`src/rtl/mem_stall_responder.sv`:
```
// Serialises CPU dcache/icache accesses onto one backing-memory port and stalls the CPU while any are outstanding.
// Optional feature macro LINE_BUF_EN: one-entry fetch buffer that answers repeat fetches without stalling.
module mem_stall_responder #(
    parameter int ADDR_W      = 28,
    parameter int TIMEOUT_CYC = 1023
) (
    input  logic              clk,
    input  logic              rst,
    input  logic [31:0]       dcache_addr,
    input  logic [3:0]        dcache_we,
    input  logic              dcache_re,
    input  logic [31:0]       dcache_din,
    output logic [31:0]       dcache_dout,
    input  logic [31:0]       icache_addr,
    input  logic [3:0]        icache_we,
    input  logic              icache_re,
    input  logic [31:0]       icache_din,
    output logic [31:0]       instruction,
    output logic              stall,
    output logic              mem_req_valid,
    input  logic              mem_req_ready,
    output logic              mem_req_rnw,
    output logic [ADDR_W-1:0] mem_req_addr,
    output logic [31:0]       mem_req_wdata,
    output logic [3:0]        mem_req_wmask,
    input  logic              mem_resp_valid,
    input  logic [31:0]       mem_resp_rdata,
    output logic              timeout_err
);
    localparam int CNT_W = ($clog2(TIMEOUT_CYC + 1) > 10) ? $clog2(TIMEOUT_CYC + 1) : 10;
    localparam logic [CNT_W-1:0] CNT_LAST = CNT_W'(TIMEOUT_CYC - 1);
    localparam logic [31:0] TIMEOUT_DATA = 32'hDEADBEEF;

    typedef enum logic [1:0] {IDLE, ISSUE, WAIT} state_t;

    state_t state, state_nxt;

    // Pending phases in service order: bit0 D_WR, bit1 I_WR, bit2 D_RD, bit3 I_RD.
    logic [3:0]        pend;
    logic [3:0]        cur;
    logic [3:0]        req_flags;
    logic [ADDR_W-1:2] d_addr, i_addr;
    logic [31:0]       d_wdata, i_wdata;
    logic [3:0]        d_mask, i_mask;
    logic [CNT_W-1:0]  cnt;
    logic              cur_rd, req_fire, resp_fire, tmo, phase_done;
    logic              buf_hit;
    logic [31:0]       hit_data;
    logic              unused_addr_bits;

    assign unused_addr_bits = ^{dcache_addr[31:ADDR_W], dcache_addr[1:0],
                                icache_addr[31:ADDR_W], icache_addr[1:0]};

    assign req_flags = {icache_re, dcache_re, |icache_we, |dcache_we};
    assign cur       = pend & (~pend + 4'd1);
    assign cur_rd    = cur[2] | cur[3];

    assign req_fire   = (state == ISSUE) && mem_req_ready;
    assign resp_fire  = (state == WAIT) && mem_resp_valid;
    assign tmo        = (((state == ISSUE) && !mem_req_ready) ||
                         ((state == WAIT) && !mem_resp_valid)) && (cnt == CNT_LAST);
    assign phase_done = (req_fire && !cur_rd) || resp_fire || tmo;

    assign stall         = (state != IDLE);
    assign mem_req_valid = (state == ISSUE);
    assign mem_req_rnw   = cur_rd;
    assign mem_req_addr  = {((cur[0] | cur[2]) ? d_addr : i_addr), 2'b00};
    assign mem_req_wdata = cur[0] ? d_wdata : i_wdata;
    assign mem_req_wmask = cur_rd ? 4'hF : (cur[0] ? d_mask : i_mask);

    always_ff @(posedge clk) begin
        if (rst) begin
            state <= IDLE;
        end else begin
            state <= state_nxt;
        end
    end

    always_comb begin
        state_nxt = state;
        case (state)
            IDLE: begin
                if (|req_flags && !buf_hit) state_nxt = ISSUE;
            end
            ISSUE, WAIT: begin
                if (phase_done)    state_nxt = |(pend & ~cur) ? ISSUE : IDLE;
                else if (req_fire) state_nxt = WAIT;
            end
            default: state_nxt = IDLE;
        endcase
    end

    always_ff @(posedge clk) begin
        if (rst) begin
            pend        <= '0;
            cnt         <= '0;
            d_addr      <= '0;
            i_addr      <= '0;
            d_wdata     <= '0;
            i_wdata     <= '0;
            d_mask      <= '0;
            i_mask      <= '0;
            dcache_dout <= '0;
            instruction <= '0;
            timeout_err <= 1'b0;
        end else begin
            timeout_err <= tmo;
            if (state == IDLE) begin
                pend    <= buf_hit ? 4'b0000 : req_flags;
                cnt     <= '0;
                d_addr  <= dcache_addr[ADDR_W-1:2];
                i_addr  <= icache_addr[ADDR_W-1:2];
                d_wdata <= dcache_din;
                i_wdata <= icache_din;
                d_mask  <= dcache_we;
                i_mask  <= icache_we;
                if (buf_hit) instruction <= hit_data;
            end else begin
                if (phase_done) pend <= pend & ~cur;
                // Counter restarts on every handshake so each leg gets its own budget.
                cnt <= (phase_done || req_fire) ? '0 : cnt + CNT_W'(1);
                if (phase_done && cur[2]) dcache_dout <= tmo ? TIMEOUT_DATA : mem_resp_rdata;
                if (phase_done && cur[3]) instruction <= tmo ? TIMEOUT_DATA : mem_resp_rdata;
            end
        end
    end

`ifdef LINE_BUF_EN
    logic        lb_vld;
    logic [29:0] lb_addr;
    logic [31:0] lb_data;
    logic [29:0] fetch_addr;

    always_ff @(posedge clk) begin
        if (rst) begin
            lb_vld     <= 1'b0;
            lb_addr    <= '0;
            lb_data    <= '0;
            fetch_addr <= '0;
        end else begin
            if (state == IDLE) fetch_addr <= icache_addr[31:2];
            // Any write may alias the buffered word, so drop it rather than compare.
            if ((state == IDLE) && (req_flags[0] || req_flags[1])) begin
                lb_vld <= 1'b0;
            end else if (tmo) begin
                lb_vld <= 1'b0;
            end else if (phase_done && cur[3]) begin
                lb_vld  <= 1'b1;
                lb_addr <= fetch_addr;
                lb_data <= mem_resp_rdata;
            end
        end
    end

    assign buf_hit  = (state == IDLE) && (req_flags == 4'b1000) && lb_vld &&
                      (lb_addr == icache_addr[31:2]);
    assign hit_data = lb_data;
`else
    assign buf_hit  = 1'b0;
    assign hit_data = 32'h0;
`endif

endmodule
```
`config.mk`:
```
export PLATFORM = sky130hd
export DESIGN_NAME = mem_stall_responder
export DESIGN_NICKNAME = d
export VERILOG_FILES = /design/src/rtl/mem_stall_responder.sv
export SDC_FILE = /design/constraint.sdc
export NUM_CORES = 1
export LEC_CHECK = 0
export ABC_CLOCK_PERIOD_IN_PS = 6660
export CAP_MARGIN = 10
export CORE_UTILIZATION = 48
export CTS_BUF_LIST = sky130_fd_sc_hd__clkbuf_8 sky130_fd_sc_hd__clkbuf_16
export CTS_CLUSTER_DIAMETER = 40
export DETAILED_ROUTE_END_ITERATION = 10
export PLACE_DENSITY = 0.85
export SLEW_MARGIN = 0
export SYNTH_ARGS = -nofsm -noshare
export SYNTH_HDL_FRONTEND = slang
export SYNTH_SLANG_ARGS = --single-unit
```
`constraint.sdc`:
```
create_clock -name clk -period 6.66 [get_ports clk]
set_input_delay 0.999 -clock clk [delete_from_list [all_inputs] [get_ports clk]]
set_output_delay 0.999 -clock clk [all_outputs]
set_load 0.005 [all_outputs]
```
==> impl_metrics.yaml, run 1 <==
clock_network:
  cts-htree-levels: 1
  cts_tree: "yes"
  path_clk_slew_ns: 0.05
  clockRootBuffer: "clkbuf_16"
  ctsHoldBuffers: 0
  clock_latency_ns: 0.53
  ctsResizeCount: 0
  cts_made_buffers: 30
  cts.sinks: 205
  post_cts_buffers: 0
  clockBufferDepth: 3
placement:
  placed_area_sq_mm: 0.0115
  gp_congestion: 0.783
  post-place-ws_ns: 2.73
  hpwl_um: 14800
  port_buffers: 291
routing:
  wl_met2_um: 11000
  avgViaCountPerCell: 5.09
  first_pass_iters: 6
  top_layer: "met4"
  vias: 6879
  wire_per_inst_um: 16.7
  drt-met1-wl_um: 8990
  postRouteAntennaNets: 0
  routed_wirelength_um: 22600
  wl_met3_um: 2150
  drc: 0
  drt_iter0_drc: 225
min_path:
  hp-class: "reg2reg"
  whs_path_depth: 1
layout:
  num_antenna_cells: 0
  final_area_sq_mm: 0.0127
  finalNetCount: 1283
  nFillCells: 1237
  final_layout_size_suffix_gt1_share_pct: 11.4
  area_delta_synth_final_pct: 49.1
logic_synthesis:
  yosys-mux-area-fraction_pct: 26.6
  synthArstFlopShare_pct: 0
  synthAdderAreaFrac_pct: 1.00
  synth-xor-area-share_pct: 0.824
  ys_ff_latch: 205
  ys_warn_count: 0
  synth-compound-area-share_pct: 5.62
  ys.flop_type: "dfxtp_1"
  ys_seq_area_share_pct: 48.2
  ys_types: 39
  synthSimpleGateAreaFrac_pct: 14.2
  synth_top_family_by_area: "multiplexers"
  synth-edff-count: 0
  syn-cell-area_sq_mm: 0.00851
  syn_area_per_cell_sq_um: 10.2
  synthCells: 833
floorplanning:
  dieArea_sq_mm: 0.0183
  dieWidth_um: 135
  rows: 48
  core-area_sq_mm: 0.0173
  ioPinCount: 306
  initial_core_util_pct: 49.2
  die_y_um: 135
setup_path:
  crit_path_end_kind: "output port"
  crit_arrival_ns: 2.70
  cp.required_ns: 5.66
  reg2regPathDepth: 6
  critPathLaunchType: "flop"
  cp_max_fo: 42
  path_class: "reg2out"
power_and_ir_drop:
  p_clk_share_pct: 35.1
  p_int_w: 0.00360
  combinationalPowerShare_pct: 33.3
  leakagePower_nw: 5.63
  p_switching_w: 0.00146
  p_seq_share_pct: 31.6
  ir_drop_v: 0.000281
  p_per_area_mw_per_mm2: 400
  switching_share_pct: 28.9
timing:
  fmax_ghz: 0.270
  slew_viol_final: 0
  grt_setup_unrepaired: "no"
  fin_skew_ns: 0.0172
  fin_ws_ns: 2.96
  maxSlewHeadroom_pct: 27.4
  period_share_pct: 55.5
  worstMarginPinSlew_ns: 1.09
  setup_viol: 0
  setup_tns_ns: 0
  fin_crit_ns: 3.70
  hold_violations: 0
  timing.hold.ws_ns: 0.460
global_routing:
  grt_pass1_vias: 6869
  grt_max_degree: 150
  overflow: 0
  grtUsageTotal_pct: 23.6
  antenna_found_initial: 0
  grt_pass1_wl_um: 34700
job:
  maxCapViolations: 0
status:
  status: "complete, no violations"
## cell type report
cell class / count / area [sq um] / area share [%]
Timing Repair Buffer: 298 / 2970 / 23.4
Multi-Input combinational cell: 560 / 4140 / 32.7
Sequential cell: 205 / 4110 / 32.4
Tap cell: 225 / 282 / 2.22
Clock inverter: 22 / 342 / 2.69
Clock buffer: 34 / 817 / 6.44
Inverter: 8 / 30.0 / 0.237
## cell families after synthesis
group,count (synthesis)
and+or+nand+nor,252
muxes,219
DFF,205
AOI/OAI and AO/OA,72
buffers and inverters,69
xor gates and xnor gates,8
adders and majority gates,7
other,1
## cell usage after synthesis, drive strengths merged (2+ instances only)
| cell type | count | area share (%) |
|---|---|---|
| nand3 | 6 | 0.41 |
| o211ai | 2 | 0.18 |
| clkbuf | 42 | 1.9 |
| nand2 | 19 | 0.84 |
| o21ai | 33 | 1.9 |
| mux2i | 161 | 19 |
| inv | 8 | 0.35 |
| nand4 | 2 | 0.15 |
| o21bai | 24 | 2.1 |
| nor3 | 3 | 0.18 |
| nor4 | 2 | 0.15 |
| a21oi | 6 | 0.35 |
| nor2 | 143 | 6.3 |
| nor2b | 2 | 0.15 |
| mux2 | 58 | 7.7 |
| xor2 | 3 | 0.31 |
| o31ai | 2 | 0.18 |
| xnor2 | 5 | 0.51 |
| ha | 6 | 0.88 |
| nand3b | 34 | 3.0 |
| nand2b | 36 | 2.6 |
| dfxtp | 205 | 48 |
| buf | 19 | 1.2 |
## worst max-delay path: stages (launching register included)
cell and delay, ns:
dfxtp_2 1.03, nor2_1 0.30, nand2_1 0.27, nand2_1 0.08, clkdlybuf4s50_1 0.50
## per-layer routing
metal,global-route usage [%],vias up
li1,-,3393
met1,26.8,3186
met2,41.5,262
met3,8.33,38
met4,6.80,0
met5,0,-
## power by group through the flow
stage	Clock, W	Sequential [W]	Combinational [W]
finish	0.00178	0.00160	0.00169
detailed placement	0	0.00162	0.00168
global route	0.00186	0.00163	0.00181
floorplan	0	0.00154	0.00110
CTS	0.00180	0.00160	0.00170
global placement	0	0.00161	0.00166
## flip-flops by register name (all words and copies together) (netlist names)
register / count
cnt: 10
d_addr: 26
d_mask: 4
d_wdata: 32
dcache_dout: 32
i_addr: 26
i_mask: 4
i_wdata: 32
instruction: 32
pend: 4
state: 2
timeout_err: 1
## layout by cell type (no fill, tap or decap), types with 2 or more instances in the layout
| cell type | netlist | final |
|---|---|---|
| nand2b_1 | 36 | 36 |
| nor2_1 | 143 | 143 |
| inv_6 | 0 | 2 |
| o31ai_1 | 2 | 2 |
| clkinvlp_4 | 0 | 3 |
| bufinv_16 | 0 | 8 |
| clkdlybuf4s50_1 | 0 | 290 |
| clkinv_4 | 0 | 5 |
| nor4_1 | 2 | 2 |
| clkinv_2 | 0 | 2 |
| xnor2_1 | 5 | 5 |
| o211ai_1 | 2 | 2 |
| nand3_1 | 5 | 5 |
| nand4_1 | 2 | 2 |
| buf_4 | 2 | 7 |
| xor2_1 | 3 | 3 |
| inv_1 | 8 | 10 |
| nand3b_1 | 34 | 34 |
| conb_1 | 1 | 2 |
| clkbuf_16 | 0 | 31 |
| dfxtp_1 | 205 | 204 |
| nor3_1 | 3 | 3 |
| o21ai_0 | 33 | 33 |
| a21oi_1 | 6 | 5 |
| clkbuf_8 | 0 | 3 |
| mux2_2 | 58 | 58 |
| nand2_1 | 19 | 19 |
| nor2b_1 | 2 | 2 |
| o21bai_1 | 24 | 24 |
| ha_1 | 6 | 5 |
| mux2i_1 | 161 | 161 |
## metrics by stage
step / total power, W / utilization (%) / instances
after CTS: 0.00511 / 73.3 / 1352
after global placement: 0.00327 / 66.6 / 1296
after floorplan: 0.00265 / - / 834
final: 0.00507 / 73.3 / 1352
after detailed placement: 0.00330 / 66.6 / 1296
after global routing: 0.00530 / 73.3 / 1352
## worst paths after layout
path,from,end,slack (ns)
hold reg to reg,cnt[0],cnt[0],0.46
setup reg to reg,pend[0],instruction[23],3.35
setup / recovery,pend[0],mem_req_wmask[1],2.96
hold / removal,cnt[0],cnt[0],0.46
(Power assumes the default switching activity.)
==> run 2, diff against run 1 <==
ABC_CLOCK_PERIOD_IN_PS = 3770   (was 6660)
CORE_UTILIZATION = 45   (was 48)
PLACE_DENSITY = 0.8   (was 0.85)
clock period = 3.77 ns   (was 6.66 ns; I/O delays follow)
==> impl_metrics.yaml, run 2 (synthesized netlist as in run 1, its figures left out) <==
setup_path:
  crit_path_max_incr_delay_ns: 0.62
  crit_arrival_ns: 2.42
  path_class: "reg2out"
  cp_max_fo: 42
  crit_family: "buffers and inverters"
  critPathSlowestCell: "ha_4"
  cp.required_ns: 3.20
  crit_path_frequent_cell: "inv_1"
  crit_path_cell_trace: "inv_1, ha_4, inv_1, clkdlybuf4s50_1"
  crit_buf_inv: 3
  critPathLaunchType: "flop"
  crit_path_end_kind: "output port"
layout:
  final_layout_size_suffix_gt1_share_pct: 11.1
  finalNetCount: 1284
  layout_commonest_cell: "clkdlybuf4s50_1"
  nFillCells: 1429
  final_cell_mix: "clkdlybuf4s50_1, dfxtp_1, mux2i_1, nor2_1, mux2_2"
  area_delta_synth_final_pct: 48.1
timing:
  grt_setup_unrepaired: "no"
  setup_tns_ns: 0
  fin_crit_ns: 2.99
  setup_viol: 0
  fin_ws_ns: 0.780
  worstMarginPinSlew_ns: 0.736
  period_share_pct: 79.3
  fmax_ghz: 0.334
  timing.hold.ws_ns: 0.466
  slew_viol_final: 0
  maxSlewHeadroom_pct: 50.9
  fin_skew_ns: 0.00917
  hold_violations: 0
power_and_ir_drop:
  leakagePower_nw: 5.61
  p_per_area_mw_per_mm2: 686
  p_clk_share_pct: 32.8
  p_int_w: 0.00607
  combinationalPowerShare_pct: 35.4
  finalPower_w: 0.00864
  ir_drop_v: 0.000481
  p_switching_w: 0.00257
  switching_share_pct: 29.8
  p_seq_share_pct: 31.9
global_routing:
  grt_pass1_wl_um: 35400
  grt_pass1_vias: 6918
  overflow: 0
  grtUsageTotal_pct: 22.4
  grt_max_degree: 118
  antenna_found_initial: 1
floorplanning:
  die_y_um: 139
  dieWidth_um: 139
  dieArea_sq_mm: 0.0195
  ioPinCount: 306
  initial_core_util_pct: 46.6
  rows: 49
  core-area_sq_mm: 0.0183
status:
  status: "complete, no violations"
clock_network:
  post_cts_buffers: 0
  clockRootBuffer: "clkbuf_16"
  clockBufferDepth: 3
  cts_made_buffers: 30
  ctsHoldBuffers: 0
  cts.sinks: 205
  path_clk_slew_ns: 0.06
  ctsResizeCount: 0
  cts-htree-levels: 1
  cts_tree: "yes"
  clock_latency_ns: 0.53
routing:
  drc: 0
  postRouteAntennaNets: 0
  avgViaCountPerCell: 5.09
  wire_per_inst_um: 16.4
  drt_iter0_drc: 333
  first_pass_iters: 4
  routed_wirelength_um: 22200
  vias: 6896
placement:
  hpwl_um: 15000
  post-place-ws_ns: 0.653
  gp_congestion: 0.780
  port_buffers: 291
job:
  maxCapViolations: 0
min_path:
  hp-class: "reg2reg"
==> run 2: final cells by class <==
cell class / instances / area (sq um) / area share (%)
antenna: 1 / 2.50 / 0.0199
clock buffer: 33 / 803 / 6.38
clock inverter: 20 / 228 / 1.81
inverter: 8 / 30.0 / 0.238
multi-input combinational: 560 / 4140 / 32.9
sequential: 205 / 4110 / 32.6
tap: 229 / 287 / 2.27
timing repair buffer: 299 / 3000 / 23.8
==> run 2: power by group through the flow <==
stage | Sequential [W] | Combinational [W] | Clock, W
floorplan | 0.00273 | 0.00195 | 0
global placement | 0.00278 | 0.00303 | 0
detailed placement | 0.00279 | 0.00306 | 0
CTS | 0.00275 | 0.00309 | 0.00288
global route | 0.00280 | 0.00330 | 0.00298
finish | 0.00275 | 0.00306 | 0.00283
==> run 2: final timing paths <==
check	cells after the start	endpoint	from	slack [ns]
worst max-delay path	4	stall	state[0]	0.78
worst min-delay path	1	cnt[0]	cnt[0]	0.47
worst max register to register	8	instruction[10]	state[1]	1.00
worst min register to register	1	cnt[0]	cnt[0]	0.47
==> run 2: per-stage QoR <==
step                area, sq um  std cells  util [%]
floorplan                  8510        834         -
global placement          11600       1301      63.3
detailed placement        11600       1301      63.3
CTS                       12600       1354      68.9
global route              12600       1355      68.9
finish                    12600       1355      68.9
==> run 2: metal layers <==
metal  share of wire (%)  global-route usage (%)
met1                  40                    25.5
met2                  47                    38.9
met3                 9.8                    8.26
met4                 2.8                    7.08
met5                   0                       0
==> run 2: worst reg2reg max path, delay by kind of cell, from the launching register on <==
kind	cells	cell delay, ns
AO/OA/AOI/OAI	2	0.62
flip-flops	1	0.33
multiplexers	1	0.31
adder cells (fa/ha/maj)	1	0.23
AND/OR/NAND/NOR	2	0.74
buffers and inverters	2	0.44
==> run 3, diff against run 2 <==
ABC_CLOCK_PERIOD_IN_PS = 2500   (was 3770)
CORE_UTILIZATION = 41   (was 45)
PLACE_DENSITY = 0.77   (was 0.8)
clock period = 2.5 ns   (was 3.77 ns; I/O delays follow)
==> impl_metrics.yaml, run 3 (synthesized netlist as in run 1, its figures left out) <==
setup_path:
  critPathSlowestCell: "mux2_2"
  crit_arrival_ns: 2.05
  critPathLaunchType: "flop"
  crit_path_end_kind: "output port"
  crit_cells: 7
  crit_family: "buffers and inverters"
  path_class: "reg2out"
  reg2reg_to: "instruction[10]"
  crit_buf_inv: 5
  crit_end: "mem_req_addr[17]"
  crit_path_max_incr_delay_ns: 0.34
  crit_path_cell_trace: "inv_1, a21oi_4, buf_12, buf_16, buf_4, mux2_2, dlygate4sd2_1"
  r2r_slack_ns: 0.14
  cp_max_fo: 7
  r2r-start: "state[1]"
  cp.required_ns: 2.12
  critical_path.startpoint: "pend[1]"
  reg2regPathDepth: 8
global_routing:
  grt_pass1_wl_um: 36300
  grt_max_degree: 99
  grt_pass1_vias: 7036
  grtUsageTotal_pct: 20.9
  antenna_found_initial: 1
  overflow: 0
floorplanning:
  rows: 52
  dieArea_sq_mm: 0.0213
  initial_core_util_pct: 41.9
  ioPinCount: 306
  core-area_sq_mm: 0.0203
  dieWidth_um: 146
  die_y_um: 146
timing:
  slew_viol_final: 0
  hold_violations: 0
  period_share_pct: 97.1
  worstMarginPinSlew_ns: 1.15
  fin_crit_ns: 2.43
  grt_setup_unrepaired: "no"
  fin_skew_ns: 0.0131
  maxSlewHeadroom_pct: 23.1
  fmax_ghz: 0.412
  setup_tns_ns: 0
  setup_viol: 0
  timing.hold.ws_ns: 0.272
status:
  status: "complete, no violations"
layout:
  nFillCells: 1646
  layout_commonest_cell: "clkdlybuf4s50_1"
  finalNetCount: 1303
  area_delta_synth_final_pct: 52.1
  final_layout_size_suffix_gt1_share_pct: 13.4
  instances_no_fill: 1418
  final_cell_mix: "clkdlybuf4s50_1, dfxtp_1, mux2i_1, nor2_1, mux2_2"
routing:
  drc: 0
  postRouteAntennaNets: 0
  vias: 6927
  avgViaCountPerCell: 4.89
  routed_wirelength_um: 22900
  drt_iter0_drc: 216
  first_pass_iters: 4
  wire_per_inst_um: 16.2
clock_network:
  cts_tree: "yes"
  cts-htree-levels: 1
  cts.sinks: 205
  clock_latency_ns: 0.54
  ctsHoldBuffers: 0
  clockBufferDepth: 3
  cts_made_buffers: 31
  path_clk_slew_ns: 0.05
  clockRootBuffer: "clkbuf_16"
placement:
  post-place-cells: 1352
  hpwl_um: 15200
  gp_congestion: 0.798
  port_buffers: 291
power_and_ir_drop:
  ir_drop_v: 0.000710
  leakagePower_nw: 5.85
  p_per_area_mw_per_mm2: 1030
job:
  maxCapViolations: 0
min_path:
  hp-class: "in2reg"
==> run 3: cell count changes in the layout (fill, tap and decap cells not counted), moves of 2 or more <==
cell             previous run  this run
clkdlybuf4s50_1           290       263
dlygate4sd2_1               0        24
buf_4                       6        14
clkinvlp_4                  0         7
buf_12                      2         8
clkinv_2                    6         3
dlymetal6s2s_1              0         3
buf_6                       1         3
dfxtp_1                   204       202
dfxtp_4                     0         2
==> run 3: power by group <==
| group | switching (W) | leakage [nW] | internal (W) |
|---|---|---|---|
| clock network | 0.00161 | 0.508 | 0.00268 |
| registers | 0.000319 | 1.68 | 0.00385 |
| logic | 0.00211 | 3.66 | 0.00272 |
==> run 3: area by class of cell <==
type	instances	area [sq um]	area share, %
diodes	1	2.50	0.0193
clock buffers	34	817	6.32
clock inverters	23	235	1.82
inverters	8	30.0	0.232
multi-input cells	560	4170	32.2
flip-flops and latches	205	4110	31.8
well taps	270	338	2.61
repair buffers	317	3230	25.0
==> run 3: how the worst min path moves through the flow <==
stage	from	endpoint	slack, ns	depth (start not counted)
6_report	rst	pend[2]	0.27	2
5_1_grt	rst	pend[2]	0.26	2
4_1_cts	rst	pend[2]	0.23	2
3_5_place_dp	cnt[0]	cnt[0]	0.45	1
3_3_place_gp	cnt[0]	cnt[0]	0.44	1
2_1_floorplan	cnt[0]	cnt[0]	0.43	1
==> run 3: metal layers <==
layer | track usage (%) | share of wire (%) | up-vias
met5 | 0 | 0 | -
met4 | 6.15 | 2.0 | 0
met3 | 8.31 | 9.8 | 37
met2 | 34.9 | 47 | 248
met1 | 24.7 | 41 | 3198
li1 | - | - | 3444
==> run 3: timing repair <==
action,in CTS,in global routing
endpoints found under the setup margin,26,40
pin swaps,0,2
hold endpoints to repair,0,0
cloned,1,1
buffers inserted,2,4
gates resized for setup,29,12
==> run 3: through the flow <==
| stage | area (sq um) | utilization, % | power, W | setup WS (ns) |
|---|---|---|---|---|
| 2_1_floorplan | 8510 | - | 0.00705 | 0.249 |
| 3_3_place_gp | 11800 | 57.9 | 0.00892 | -0.177 |
| 3_5_place_dp | 11800 | 57.9 | 0.00899 | -0.205 |
| 4_1_cts | 12800 | 63.3 | 0.0134 | -0.0276 |
| 5_1_grt | 12900 | 63.7 | 0.0140 | 0.00410 |
| 6_report | 12900 | 63.7 | 0.0133 | 0.0735 |
==> edit 1, RTL diff (flow settings as in run 2) <==
`TIMEOUT_CYC`: 1023 -> 511.
--- a/src/rtl/mem_stall_responder.sv
+++ b/src/rtl/mem_stall_responder.sv
@@ -2,7 +2,7 @@
 // Optional feature macro LINE_BUF_EN: one-entry fetch buffer that answers repeat fetches without stalling.
 module mem_stall_responder #(
     parameter int ADDR_W      = 28,
-    parameter int TIMEOUT_CYC = 1023
+    parameter int TIMEOUT_CYC = 511
 ) (
     input  logic              clk,
     input  logic              rst,
Behaviour: no difference found for any inputs over 4 cycles, from zero or initial values and one cycle with rst high; that may be too few to reach the edited logic, so the function may still have changed.
==> edit 1 against run 2 <==
Cell area is 0.86% lower. Critical endpoint is now mem_req_wdata[26]. Synthesized area is 0.16% lower. Setup slack worse by 0.048 ns. Die area is 0.16% lower. Critical path type unchanged. Wire length is 1.7% higher. Highest routed layer unchanged. Synthesized cell count is 0.24% lower. Largest power group unchanged. Sequential cell count stayed put. Power is 7.6% lower.
==> edit 1: results (changes against run 2) <==
Outcome
The run finished with clean final reports.

Synth
The cell count after synthesis is 831 (-0.24%). By area the synthesized netlist is led by sky130_fd_sc_hd__dfxtp_1, sky130_fd_sc_hd__mux2i_1, sky130_fd_sc_hd__mux2_2, sky130_fd_sc_hd__nor2_1, sky130_fd_sc_hd__nand3b_1. The fraction of synthesized area in multiplexers is 26.5% (-0.075 points). The complex-gate fraction of the synthesized area is 5.63% (+0.0091 points). The share of the synthesized netlist area taken by xor and xnor gates is 0.825% (+0.0013 points).

The count of yosys warnings during synthesis is 0 (unchanged). The commonest cells after synthesis are sky130_fd_sc_hd__dfxtp_1, sky130_fd_sc_hd__mux2i_1, sky130_fd_sc_hd__nor2_1. The number of distinct standard cells referenced by the synthesized netlist is 38 (-2.6%).

The register area share after synthesis is 48.3% (+0.078 points). The adder-cell share of the synthesized area is 1.00% (+0.0016 points).

Critical path
The critical-path maximum fanout is 26 (-38%). The worst path arrival time was 2.47 ns (+0.05 ns). The length in cells of the worst reg-to-reg path is 6 (-2).

The register-to-register setup slack is 1.02 ns (+0.02 ns). In this run the critical register-to-register path is launched from pend[0]. The slowest stage of the critical path is the sky130_fd_sc_hd__dfxtp_2 cell. The worst flop-to-flop path endpoint is instruction[11].

Timing
The maximum clock skew at final layout was 0.00712 ns (-0.00205 ns). The relative max-transition margin is 42.8% (-8.2 points). The worst hold slack was 0.454 ns (-0.0115 ns). The minimum setup slack in the final design is 0.731 ns (-0.0484 ns).

Detailed routing
The final wirelength is 22600 µm (+1.7%). The detailed-route wire length per cell is 16.8 µm (+2.2%). The initial detailed-routing violation count is 231 (-31%). The met1 routed wirelength after detailed routing is 9160 µm (+2.3%).

The wire length on met3 was 2220 µm (+2.2%). The met2 layer wire length in the routed design is 10600 µm (+1.0%). The number of vias after detailed routing was 6748 (-2.1%).

Placement
The area of placed instances is 11500 µm² (-0.29%). The placed wire-length estimate is 15100 µm (+0.88%). The worst setup timing slack at the placement stage is 0.688 ns (+0.0358 ns). The last weighted congestion value of the routability-driven placer is 0.752 (-3.6%).

Global routing
The all-layer global routing usage is 22.7% (+0.25 points). The maximum number of pins on one net before global-route repair is 145 (+23%). The number of global-route vias before repair came to 6979 (+0.88%).

The met2 usage in global routing came to 38.5% (-0.37 points). The met3 usage was 8.71% (+0.45 points). The global-route wire length before repair is 35600 µm (+0.55%). The met1 usage in global routing is 25.9% (+0.44 points).

Pwr
The worst voltage drop across the vdd grid came to 0.494 mV (+2.6%). The leakage power is 0.00554 µW (-1.2%). The switching share of total power was 29.4% (-0.40 points).

CTS
The worst-skew pair later-pin latency is approximately 0.52 ns. The clock buffer count from CTS was 29 (-3.3%). The number of buffers inserted to repair setup after CTS is 0 (unchanged).

The maximum count of clock buffers along a single path is 3 (unchanged).

Finish
The final net count was 1280 (-0.31%). The fraction of final layout cells with drive strength greater than 1 is 10.8% (-0.30 points). The number of fill cells in the layout is 1453 (+1.7%).
-- edit 1: changes by cell type after synthesis --
cell	change
sky130_fd_sc_hd__o32a_1	-1
sky130_fd_sc_hd__o2111a_1	-1
sky130_fd_sc_hd__nand3_1	-1
sky130_fd_sc_hd__or2_2	+1
sky130_fd_sc_hd__a21oi_1	-1
sky130_fd_sc_hd__and2_0	+1
sky130_fd_sc_hd__nand3b_1	+2
sky130_fd_sc_hd__inv_1	-1
sky130_fd_sc_hd__nand2b_1	-1
sky130_fd_sc_hd__o311ai_0	+1
sky130_fd_sc_hd__and2_1	-1
sky130_fd_sc_hd__a2bb2oi_1	+2
sky130_fd_sc_hd__mux2i_1	-1
sky130_fd_sc_hd__nand3_2	-1
-- edit 1: layout make-up --
cell class	instances	area (µm²)	area share, %
sequential	205	4110	32.9
tap	229	287	2.29
inverter	7	26.3	0.210
antenna	1	2.50	0.0200
timing repair buffer	298	2980	23.9
clock inverter	18	189	1.51
clock buffer	32	767	6.14
multi-input combinational	559	4130	33.1
-- edit 1: worst max-delay path by stage --
| stage | startpoint | endpoint | depth (start not counted) |
|---|---|---|---|
| finish | pend[0] | mem_req_wdata[26] | 3 |
| global route | state[0] | stall | 4 |
| CTS | state[0] | stall | 4 |
| detailed placement | mem_resp_valid | cnt[8] | 7 |
| global placement | mem_resp_valid | cnt[5] | 7 |
| floorplan | mem_resp_valid | instruction[0] | 7 |
-- edit 1: power groups by stage --
stage	Combinational [µW]	Sequential (µW)	Clock (µW)
floorplan	1770	2630	0
CTS	2720	2660	2700
global route	2910	2700	2790
global placement	2660	2690	0
detailed placement	2690	2700	0
finish	2690	2660	2640
==> edit 2, RTL diff (settings of run 2) <==
Made on the original files. Put one more register stage on the output `timeout_err`, cleared by the reset. The value now appears one clock later. The other outputs are not delayed to match.
--- a/src/rtl/mem_stall_responder.sv
+++ b/src/rtl/mem_stall_responder.sv
@@ -32,6 +32,8 @@
     localparam logic [31:0] TIMEOUT_DATA = 32'hDEADBEEF;
 
     typedef enum logic [1:0] {IDLE, ISSUE, WAIT} state_t;
+
+    logic timeout_err_s0;
 
     state_t state, state_nxt;
 
@@ -102,9 +104,9 @@
             i_mask      <= '0;
             dcache_dout <= '0;
             instruction <= '0;
-            timeout_err <= 1'b0;
+            timeout_err_s0 <= 1'b0;
         end else begin
-            timeout_err <= tmo;
+            timeout_err_s0 <= tmo;
             if (state == IDLE) begin
                 pend    <= buf_hit ? 4'b0000 : req_flags;
                 cnt     <= '0;
@@ -160,4 +162,12 @@
     assign hit_data = 32'h0;
 `endif
 
+    always_ff @(posedge clk) begin
+        if (rst) begin
+            timeout_err <= '0;
+        end else begin
+            timeout_err <= timeout_err_s0;
+        end
+    end
+
 endmodule
Check against the original RTL: same outputs for any inputs over 4 cycles, from zero or initial values and one cycle with rst high; that may be too few to reach the edited logic, so the function may still have changed.
==> edit 2 against run 2 <==
Setup slack better by 0.075 ns. Synthesized area is 0.31% higher. Largest cell class unchanged. Sequential share of layout area hardly changed. Largest power group unchanged. Sequential cell count is 1 higher. Critical path type unchanged. Wire length grew 1.9%. Non-clock buffer count up 1. Power rose by 1.6%. Clock skew increased by 0.0094 ns. Cell area up 0.64%.
==> edit 2: results (changes against run 2) <==
Detailed routing
The total iterations of the first detailed-routing run is 4 (unchanged). The detailed-route wire length per cell is 16.6 µm (+1.3%). The number of vias after detailed routing is 6883 (-0.19%). The initial detailed-routing violation count is 255 (-23%).

Critical path
The worst path arrival time was 2.35 ns (-0.07 ns). The worst flop-to-flop path endpoint is instruction[28]. The length in cells of the worst reg-to-reg path is 8 (unchanged). The register-to-register setup slack is 1.06 ns (+0.06 ns). The critical-path maximum fanout is 35 (-17%). Following the worst setup path forward leads to its endpoint at mem_req_wdata[9]. The critical path startpoint is pend[0].

Pwr
The worst voltage drop across the vdd grid is 0.459 mV (-4.7%). The leakage power is 0.00565 µW (+0.71%).

Finish
The number of fill cells in the layout came to 1417 (-0.84%). The count of inserted antenna diode cells came to 0 (-1). The final cell count without fillers is 1363 (+0.59%). The share of the core filled with cells was 69.4% (+0.44 points).

The fraction of final layout cells with drive strength greater than 1 is 11.7% (+0.62 points).

Min path
The startpoint of the lowest-slack hold path is rst. The depth of the worst hold-timing path is 2 (+1). The path class of the tightest hold or removal check is in -> reg.

Timing
The maximum clock skew at final layout came to 0.0186 ns (+0.00941 ns). The post-route setup TNS is 0 ns (unchanged). The relative max-transition margin is 29.7% (-21 points). The minimum setup slack in the final design was 0.855 ns (+0.0752 ns).

CTS
The clock buffer count from CTS is 34 (+13%). The maximum count of clock buffers along a single path is 3 (unchanged). The worst-skew pair later-pin latency is 0.49 ns (-0.04 ns). The count of H-tree levels built during CTS is 2 (+1). The number of buffers inserted to repair setup after CTS is 0 (unchanged).

Placement
The cell count after placement was 1304 (+0.23%). The area of placed instances is 11600 µm² (about the same). The last weighted congestion value of the routability-driven placer is 0.759 (-2.7%). The placed wire-length estimate was 15200 µm (+1.5%). The worst setup timing slack at the placement stage is 0.714 ns (+0.0612 ns).

Synth
Yosys attributes the largest share of cell area to sky130_fd_sc_hd__dfxtp_1, sky130_fd_sc_hd__mux2i_1, sky130_fd_sc_hd__mux2_2, sky130_fd_sc_hd__nor2_1, sky130_fd_sc_hd__nand3b_1. The share of flip-flops with an asynchronous set or reset after synthesis is 0% (unchanged). The post-synthesis average cell area is 10.2 µm² (about the same). The count of yosys warnings during synthesis is 0 (unchanged). The register area share after synthesis came to 48.3% (+0.086 points). Sorting the synthesized cells by how often they occur yields sky130_fd_sc_hd__dfxtp_1, sky130_fd_sc_hd__mux2i_1, sky130_fd_sc_hd__nor2_1.

Outcome
The flow ran to the end, and the final reports show no timing, DRC or antenna violations.

Global routing
The global-route wire length before repair is 35600 µm (+0.57%). The number of global-route vias before repair was 6955 (+0.53%). The maximum number of pins on one net before global-route repair was 96 (-19%). The all-layer global routing usage is 22.8% (+0.34 points).
-- edit 2: changes by cell type after synthesis --
cell / change
sky130_fd_sc_hd__dfxtp_1: +1
sky130_fd_sc_hd__nor2b_1: +1
-- edit 2: layout make-up --
class                      count  area share (%)
clock inverter                17            1.05
inverter                       8           0.237
sequential                   206            32.5
tap                          229            2.26
multi-input combinational    561            32.7
timing repair buffer         300            23.5
clock buffer                  42            7.67
-- edit 2: critical path, stage by stage, from the launching register on --
cell                              delay [ns]
sky130_fd_sc_hd__dfxtp_2                0.46
sky130_fd_sc_hd__buf_4                  0.49
sky130_fd_sc_hd__mux2_2                 0.43
sky130_fd_sc_hd__clkdlybuf4s50_1        0.47
-- edit 2: how the worst min path moves through the flow --
stage	slack [ns]	end
after floorplan	0.41	timeout_err
after global placement	0.42	timeout_err
after detailed placement	0.45	timeout_err
after CTS	0.41	timeout_err_s0
after global routing	0.44	timeout_err_s0
final	0.43	timeout_err_s0
-- edit 2: where the power goes --
part | total [µW] | internal [µW] | leakage (µW) | switching [µW]
Sequential | 2780 | 2560 | 0.00169 | 217
Combinational | 3060 | 1720 | 0.00340 | 1340
Clock | 2940 | 1900 | 0.000560 | 1040
-- edit 2: cells by family after synthesis --
logic type	Yosys count	synth area share, %
flip-flops	206	48.3
multiplexers	219	26.5
buffers and inverters	69	3.40
AO/OA/AOI/OAI	72	5.60
adder cells (fa/ha/maj)	7	0.997
other	1	0.0439
AND/OR/NAND/NOR	253	14.3
XOR/XNOR	8	0.821
-- edit 2: routing by layer --
| layer | vias to the layer above | wire length, µm | GRT usage, % |
|---|---|---|---|
| met4 | 2 | 622 | 8.56 |
| met2 | 241 | 10500 | 38.1 |
| met1 | 3188 | 9340 | 25.6 |
| met5 | - | 11 | 0 |
| li1 | 3410 | - | - |
| met3 | 42 | 2180 | 9.77 |
